## src/rtl/uart_rx_pkg.sv

```systemverilog
// Shared types and constants for the UART receive path.
package uart_rx_pkg;

    localparam int DATA_W  = 8;
    localparam int PRESC_W = 6;

    // bit_cnt value of the last data bit (data bits occupy 1..DATA_W)
    localparam logic [3:0] LAST_DATA_BIT = 4'(DATA_W);

    localparam logic PAR_EVEN = 1'b0;
    localparam logic PAR_ODD  = 1'b1;

    typedef enum logic [2:0] {
        IDLE,
        START,
        DATA,
        PARITY,
        STOP
    } rx_state_e;

endpackage

```

## src/rtl/uart_rx_edge_bit_cnt.sv

```systemverilog
// Oversample edge counter and bit counter for the UART receiver.
// edge_cnt runs 0..prescale-1 while enabled; bit_end marks the last edge
// of a bit, where edge_cnt wraps and bit_cnt advances.
module uart_rx_edge_bit_cnt
    import uart_rx_pkg::*;
(
    input  logic               CLK,
    input  logic               RST,
    input  logic               enable,
    input  logic               clear,
    input  logic [PRESC_W-1:0] prescale,
    output logic [PRESC_W-1:0] edge_cnt,
    output logic [3:0]         bit_cnt,
    output logic               bit_end
);

    localparam logic [PRESC_W-1:0] PRESC_ONE = 1;

    logic [PRESC_W-1:0] edge_cnt_q, edge_cnt_d;
    logic [3:0]         bit_cnt_q, bit_cnt_d;

    assign bit_end  = enable && (edge_cnt_q == (prescale - PRESC_ONE));
    assign edge_cnt = edge_cnt_q;
    assign bit_cnt  = bit_cnt_q;

    // Next counter values: clear wins, otherwise count edges and wrap at bit end
    always_comb begin
        edge_cnt_d = edge_cnt_q;
        bit_cnt_d  = bit_cnt_q;
        if (clear) begin
            edge_cnt_d = '0;
            bit_cnt_d  = '0;
        end else if (enable) begin
            if (bit_end) begin
                edge_cnt_d = '0;
                bit_cnt_d  = bit_cnt_q + 4'd1;
            end else begin
                edge_cnt_d = edge_cnt_q + PRESC_ONE;
            end
        end
    end

    // Counter registers
    always_ff @(posedge CLK or negedge RST) begin
        if (!RST) begin
            edge_cnt_q <= '0;
            bit_cnt_q  <= '0;
        end else begin
            edge_cnt_q <= edge_cnt_d;
            bit_cnt_q  <= bit_cnt_d;
        end
    end

endmodule

```

## src/rtl/uart_rx_fsm.sv

```systemverilog
// UART receive frame controller: detects the start bit, times each bit via
// the edge/bit counters, strobes the deserializer once per data bit and
// checks parity and stop bits. Frame settings are latched at start detection.
module uart_rx_fsm
    import uart_rx_pkg::*;
(
    input  logic               CLK,
    input  logic               RST,
    input  logic               RX_IN,
    input  logic [PRESC_W-1:0] Prescale,
    input  logic               PAR_EN,
    input  logic               PAR_TYP,
    input  logic               Sampled_Bit,
    output logic               Sampler_Enable,
    output logic [PRESC_W-1:0] edge_cnt,
    output logic [3:0]         bit_cnt,
    output logic               Deserializer_Enable,
    output logic               Data_Valid,
    output logic               Parity_Error,
    output logic               Stop_Error
);

    rx_state_e          state_q, state_d;
    logic [PRESC_W-1:0] prescale_q, prescale_d;
    logic               par_en_q, par_en_d;
    logic               par_typ_q, par_typ_d;
    logic               parity_acc_q, parity_acc_d;
    logic               par_err_q, par_err_d;
    logic               stop_err_q, stop_err_d;
    logic               data_valid_q, data_valid_d;
    logic               deser_en;
    logic               bit_end;
    logic               expected_par;

    // Counters run outside IDLE and are zeroed whenever the FSM is (re)entering IDLE
    uart_rx_edge_bit_cnt u_cnt (
        .CLK      (CLK),
        .RST      (RST),
        .enable   (state_q != IDLE),
        .clear    (state_d == IDLE),
        .prescale (prescale_q),
        .edge_cnt (edge_cnt),
        .bit_cnt  (bit_cnt),
        .bit_end  (bit_end)
    );

    assign expected_par        = (par_typ_q == PAR_ODD) ? ~parity_acc_q : parity_acc_q;
    assign Sampler_Enable      = (state_q != IDLE);
    assign Deserializer_Enable = deser_en;
    assign Data_Valid          = data_valid_q;
    assign Parity_Error        = par_err_q;
    assign Stop_Error          = stop_err_q;

    // Next-state, frame checks and deserializer strobe
    always_comb begin
        state_d      = state_q;
        prescale_d   = prescale_q;
        par_en_d     = par_en_q;
        par_typ_d    = par_typ_q;
        parity_acc_d = parity_acc_q;
        par_err_d    = par_err_q;
        stop_err_d   = stop_err_q;
        data_valid_d = 1'b0;
        deser_en     = 1'b0;
        case (state_q)
            IDLE: begin
                if (!RX_IN) begin
                    state_d      = START;
                    prescale_d   = Prescale;
                    par_en_d     = PAR_EN;
                    par_typ_d    = PAR_TYP;
                    parity_acc_d = 1'b0;
                    par_err_d    = 1'b0;
                    stop_err_d   = 1'b0;
                end
            end
            START: begin
                if (bit_end) begin
                    state_d = Sampled_Bit ? IDLE : DATA;
                end
            end
            DATA: begin
                if (bit_end) begin
                    deser_en     = 1'b1;
                    parity_acc_d = parity_acc_q ^ Sampled_Bit;
                    if (bit_cnt == LAST_DATA_BIT) begin
                        state_d = par_en_q ? PARITY : STOP;
                    end
                end
            end
            PARITY: begin
                if (bit_end) begin
                    if (Sampled_Bit != expected_par) begin
                        par_err_d = 1'b1;
                    end
                    state_d = STOP;
                end
            end
            STOP: begin
                if (bit_end) begin
                    if (!Sampled_Bit) begin
                        stop_err_d = 1'b1;
                    end
                    data_valid_d = Sampled_Bit && !par_err_q;
                    state_d      = IDLE;
                end
            end
            default: begin
                state_d = IDLE;
            end
        endcase
    end

    // State, latched frame settings and registered status
    always_ff @(posedge CLK or negedge RST) begin
        if (!RST) begin
            state_q      <= IDLE;
            prescale_q   <= '0;
            par_en_q     <= 1'b0;
            par_typ_q    <= 1'b0;
            parity_acc_q <= 1'b0;
            par_err_q    <= 1'b0;
            stop_err_q   <= 1'b0;
            data_valid_q <= 1'b0;
        end else begin
            state_q      <= state_d;
            prescale_q   <= prescale_d;
            par_en_q     <= par_en_d;
            par_typ_q    <= par_typ_d;
            parity_acc_q <= parity_acc_d;
            par_err_q    <= par_err_d;
            stop_err_q   <= stop_err_d;
            data_valid_q <= data_valid_d;
        end
    end

endmodule

```

## config.mk

```make
export PLATFORM = sky130hd
export DESIGN_NAME = uart_rx_fsm
export DESIGN_NICKNAME = d
export VERILOG_FILES = /design/src/rtl/uart_rx_pkg.sv /design/src/rtl/uart_rx_edge_bit_cnt.sv /design/src/rtl/uart_rx_fsm.sv
export SDC_FILE = /design/constraint.sdc
export NUM_CORES = 1
export LEC_CHECK = 0
export ABC_AREA = 1
export CAP_MARGIN = 10
export CORE_ASPECT_RATIO = 1.1
export CORE_MARGIN = 1
export CORE_UTILIZATION = 48
export CTS_CLUSTER_DIAMETER = 40
export DETAILED_ROUTE_END_ITERATION = 8
export GPL_ROUTABILITY_DRIVEN = 1
export PLACE_DENSITY = 0.76
export SLEW_MARGIN = 20
export SYNTH_ARGS = -nofsm -noshare
export SYNTH_HDL_FRONTEND = slang
export SYNTH_SLANG_ARGS = --single-unit
```

## constraint.sdc

```tcl
create_clock -name CLK -period 2.15 [get_ports CLK]
set_clock_uncertainty 0.15 [all_clocks]
set_input_delay 0.215 -clock CLK [delete_from_list [all_inputs] [get_ports CLK]]
set_output_delay 0.215 -clock CLK [all_outputs]
set_load 0.05 [all_outputs]
```

==> results by group <==
Global route
  • GR Overflow Total: 0
  • Largest net degree at the start of global routing: 26
  • Vias in the first global route: 1386
  • First-pass GRT wire length: 6010 um
  • Tot GR Track Use: 0.212
  • Initial antenna violation count: 0

Route
  • DRT Pass-1 Iters: 4
  • Wire per inst: 12.1 um
  • Via count: 1472
  • DRC viols: 0
  • Post-DRT Antenna Nets: 0
  • Via density per instance: 4.97
  • Detailed Route WL: 3590 um
  • Detailed Route Iter0 Violations: 40

Logic synthesis
  • Synth Instances: 218
  • Distinct cells, synth: 26
  • Syn_area_per_cell: 7.43 um2
  • Register area share after synthesis: 0.386
  • Synthesized flop and latch total: 25
  • Top cells by area, synth: dfrtp_1, nand2_1, nand3_1
  • Post-synthesis instance area: 1620 um2
  • Post-synth top area cell: dfrtp_1
  • Net Count, Synth: 234
  • Synth warn: 0
  • Yosys top cell area share: 0.386

Clock tree
  • Worst-Skew Late Latency: 0.31 ns
  • Hold buffer count at cts: 0
  • CTS clk-pin slew, worst paths: 0.13 ns
  • CTS max path bufs: 2
  • CTS sink cnt: 25
  • TritonCTS Buffers: 3
  • Clock root cell: clkbuf_4
  • H-tree levels: 1
  • CTS tree: done

Place
  • Routability Congestion: 0.862
  • Post-DP HPWL: 2520 um
  • Port-buffer cells: 26
  • Pre-CTS worst setup slack: -0.0279 ns

Pwr
  • Pwr Density: 1380 nW/um2
  • Leakage: 1.06 nW
  • Peak VDD IR: 0.699 mV

Final layout
  • Fillers: 252
  • Inserted Diodes: 0
  • Most common cell after layout, fill and taps aside: nand2_1
  • Layout Nets: 279
  • Share of layout cells above drive strength 1: 0.305
  • Syn-to-layout area delta: 35.5%
  • Commonest non-fill, non-tap cells in the layout: nand2_1, clkdlybuf4s50_1, inv_1

STA
  • Setup TNS: -0.326 ns
  • Max_slew headroom: 0.667
  • Final hold slack: 0.104 ns
  • Final Hold Fails: 0
  • Max frequency: 446 MHz
  • RSZ-0062 raised after global routing: yes
  • Slew @ Worst Pin: 0.499 ns
  • Fin crit share: 1.04
  • Final Worst Setup Slack: -0.0911 ns
  • Final Setup Violations: 11
  • Slew Viols, Final: 0
  • Final min period: 2.24 ns

Floorplanning
  • Die Footprint: 3610 um2
  • Std-Cell Core Area: 3130 um2
  • # rows: 21
  • Die W: 57.4 um
  • IO Pins: 27
  • Initial Util: 0.518
  • Die Y: 62.9 um

Setup path
  • Worst Setup End Kind: primary output
  • Worst EP arrival: 1.88 ns
  • Crit-path most repeated cell: nand2_2
  • Cell family with most CP delay: simple AND/OR/NAND/NOR gates
  • Crit-path cells: inv_2 -> ha_4 -> inv_2 -> nand2_2 -> nand2_2 -> nand2_2 -> nor2_4 -> nand2_4 -> clkinv_4 -> nand3_4 -> buf_6 -> nor2_4 -> buf_12
  • Critical-path top delay cell: dfrtp_1
  • Largest stage delay on the critical path: 0.42 ns
  • CP Class: flip-flop to primary output
  • Buffers & Inverters on Critical Path: 5
  • Setup crit start kind: flip-flop
  • Worst path required time: 1.78 ns
  • Critical path peak fanout: 3

Run status
  • Failing checks: negative setup slack
  • Status: finished with violations

Worst hold path
  • Hold WC Path Type: input pin to asynchronous set/reset pin

Flow run
  • Max_cap viols: 0
routing by layer:
layer,share of wire,GRT usage
met5,0,0
met4,0.0086,0.0640
met3,0.033,0.0186
met2,0.46,0.333
met1,0.49,0.306
logic make-up (layout without fill, tap and decap cells):
family | after synthesis | in the layout | share of synthesized area
XOR/XNOR | 9 | 9 | 0.0487
adder cells (fa/ha/maj) | 4 | 4 | 0.0309
flip-flops | 25 | 25 | 0.386
AO/OA/AOI/OAI | 15 | 15 | 0.0556
buffers and inverters | 37 | 80 | 0.0966
AND/OR/NAND/NOR | 128 | 129 | 0.382
final cells by class:
| class | count | area [um2] | share of cell area |
|---|---|---|---|
| clock buffers | 4 | 26.3 | 0.0120 |
| multi-input cells | 157 | 943 | 0.430 |
| well taps | 34 | 42.5 | 0.0194 |
| repair buffers | 45 | 423 | 0.193 |
| inverters | 31 | 125 | 0.0570 |
| flip-flops and latches | 25 | 633 | 0.289 |
through the flow:
step / area, um2 / cells / total power (W) / utilization
after floorplan: 1650 / 218 / 0.00216 / -
after global placement: 2010 / 284 / 0.00256 / 0.644
after detailed placement: 2010 / 284 / 0.00259 / 0.644
after CTS: 2090 / 293 / 0.00284 / 0.668
after global routing: 2190 / 296 / 0.00326 / 0.701
final: 2190 / 296 / 0.00302 / 0.701
registers in the layout (all words and copies together) (netlist names):
signal and flops:
par_en_q 1, parity_acc_q 1, Parity_Error 1, u_cnt.edge_cnt 6, state_q 3, u_cnt.bit_cnt 4, Data_Valid 1, Stop_Error 1
par_typ_q 1, prescale_q 6
Yosys cell counts:
cell      number
nand2_2       10
buf_2          1
a21oi_1        3
clkinv_1       1
inv_2          6
dfrtp_1       25
ha_1           4
nand2_1       64
nor2_1        17
xor2_1         5
nand3_1       20
o21ai_0       10
nand4_1        3
nand2_4        1
inv_1         23
a21oi_2        1
nor4_1         1
xnor2_1        4
clkinv_2       1
nand3_2        6
buf_6          2
clkbuf_1       3
nand3_4        1
nor2_4         2
a21oi_4        1
nor3_1         3
worst reg2reg max path: cells and delay by family (launching register included):
kind | cells | cell delay [ns]
fa+ha+maj | 1 | 0.20
flops | 1 | 0.42
simple gates | 11 | 0.77
buf+inv | 4 | 0.32
compound gates | 1 | 0.25
where the power goes:
part | total (W) | internal [W] | switching (W) | leakage [nW]
sequential | 0.000804 | 0.000635 | 0.000169 | 0.315
combinational | 0.00201 | 0.000762 | 0.00125 | 0.725
clock | 0.000205 | 0.0000724 | 0.000132 | 0.0150
repair_timing:
| action | 4_1_cts | 5_1_grt |
|---|---|---|
| pin swaps | 3 | 13 |
| setup buffers | 5 | 2 |
| cloned | 0 | 1 |
| resized for setup | 3 | 23 |
| hold endpoints to repair | 0 | 0 |
| setup endpoints to repair | 11 | 14 |
worst paths after layout:
| check | start | end | slack, ns | cells past startpoint |
|---|---|---|---|---|
| max | prescale_q[0]$_DFFE_PN0P_ | Deserializer_Enable | -0.09 | 13 |
| max reg2reg | prescale_q[0]$_DFFE_PN0P_ | u_cnt.edge_cnt[5]$_DFFE_PN0P_ | -0.05 | 17 |
| max in group asynchronous | RST | u_cnt.edge_cnt[4]$_DFFE_PN0P_ | 1.48 | 2 |
| min | RST | u_cnt.bit_cnt[1]$_DFFE_PN0P_ | 0.10 | 2 |
| min in group CLK | PAR_EN | par_en_q$_DFFE_PN0P_ | 0.29 | 3 |
| min reg2reg | par_en_q$_DFFE_PN0P_ | par_en_q$_DFFE_PN0P_ | 0.35 | 2 |
Power figures use the tool's default switching activity.
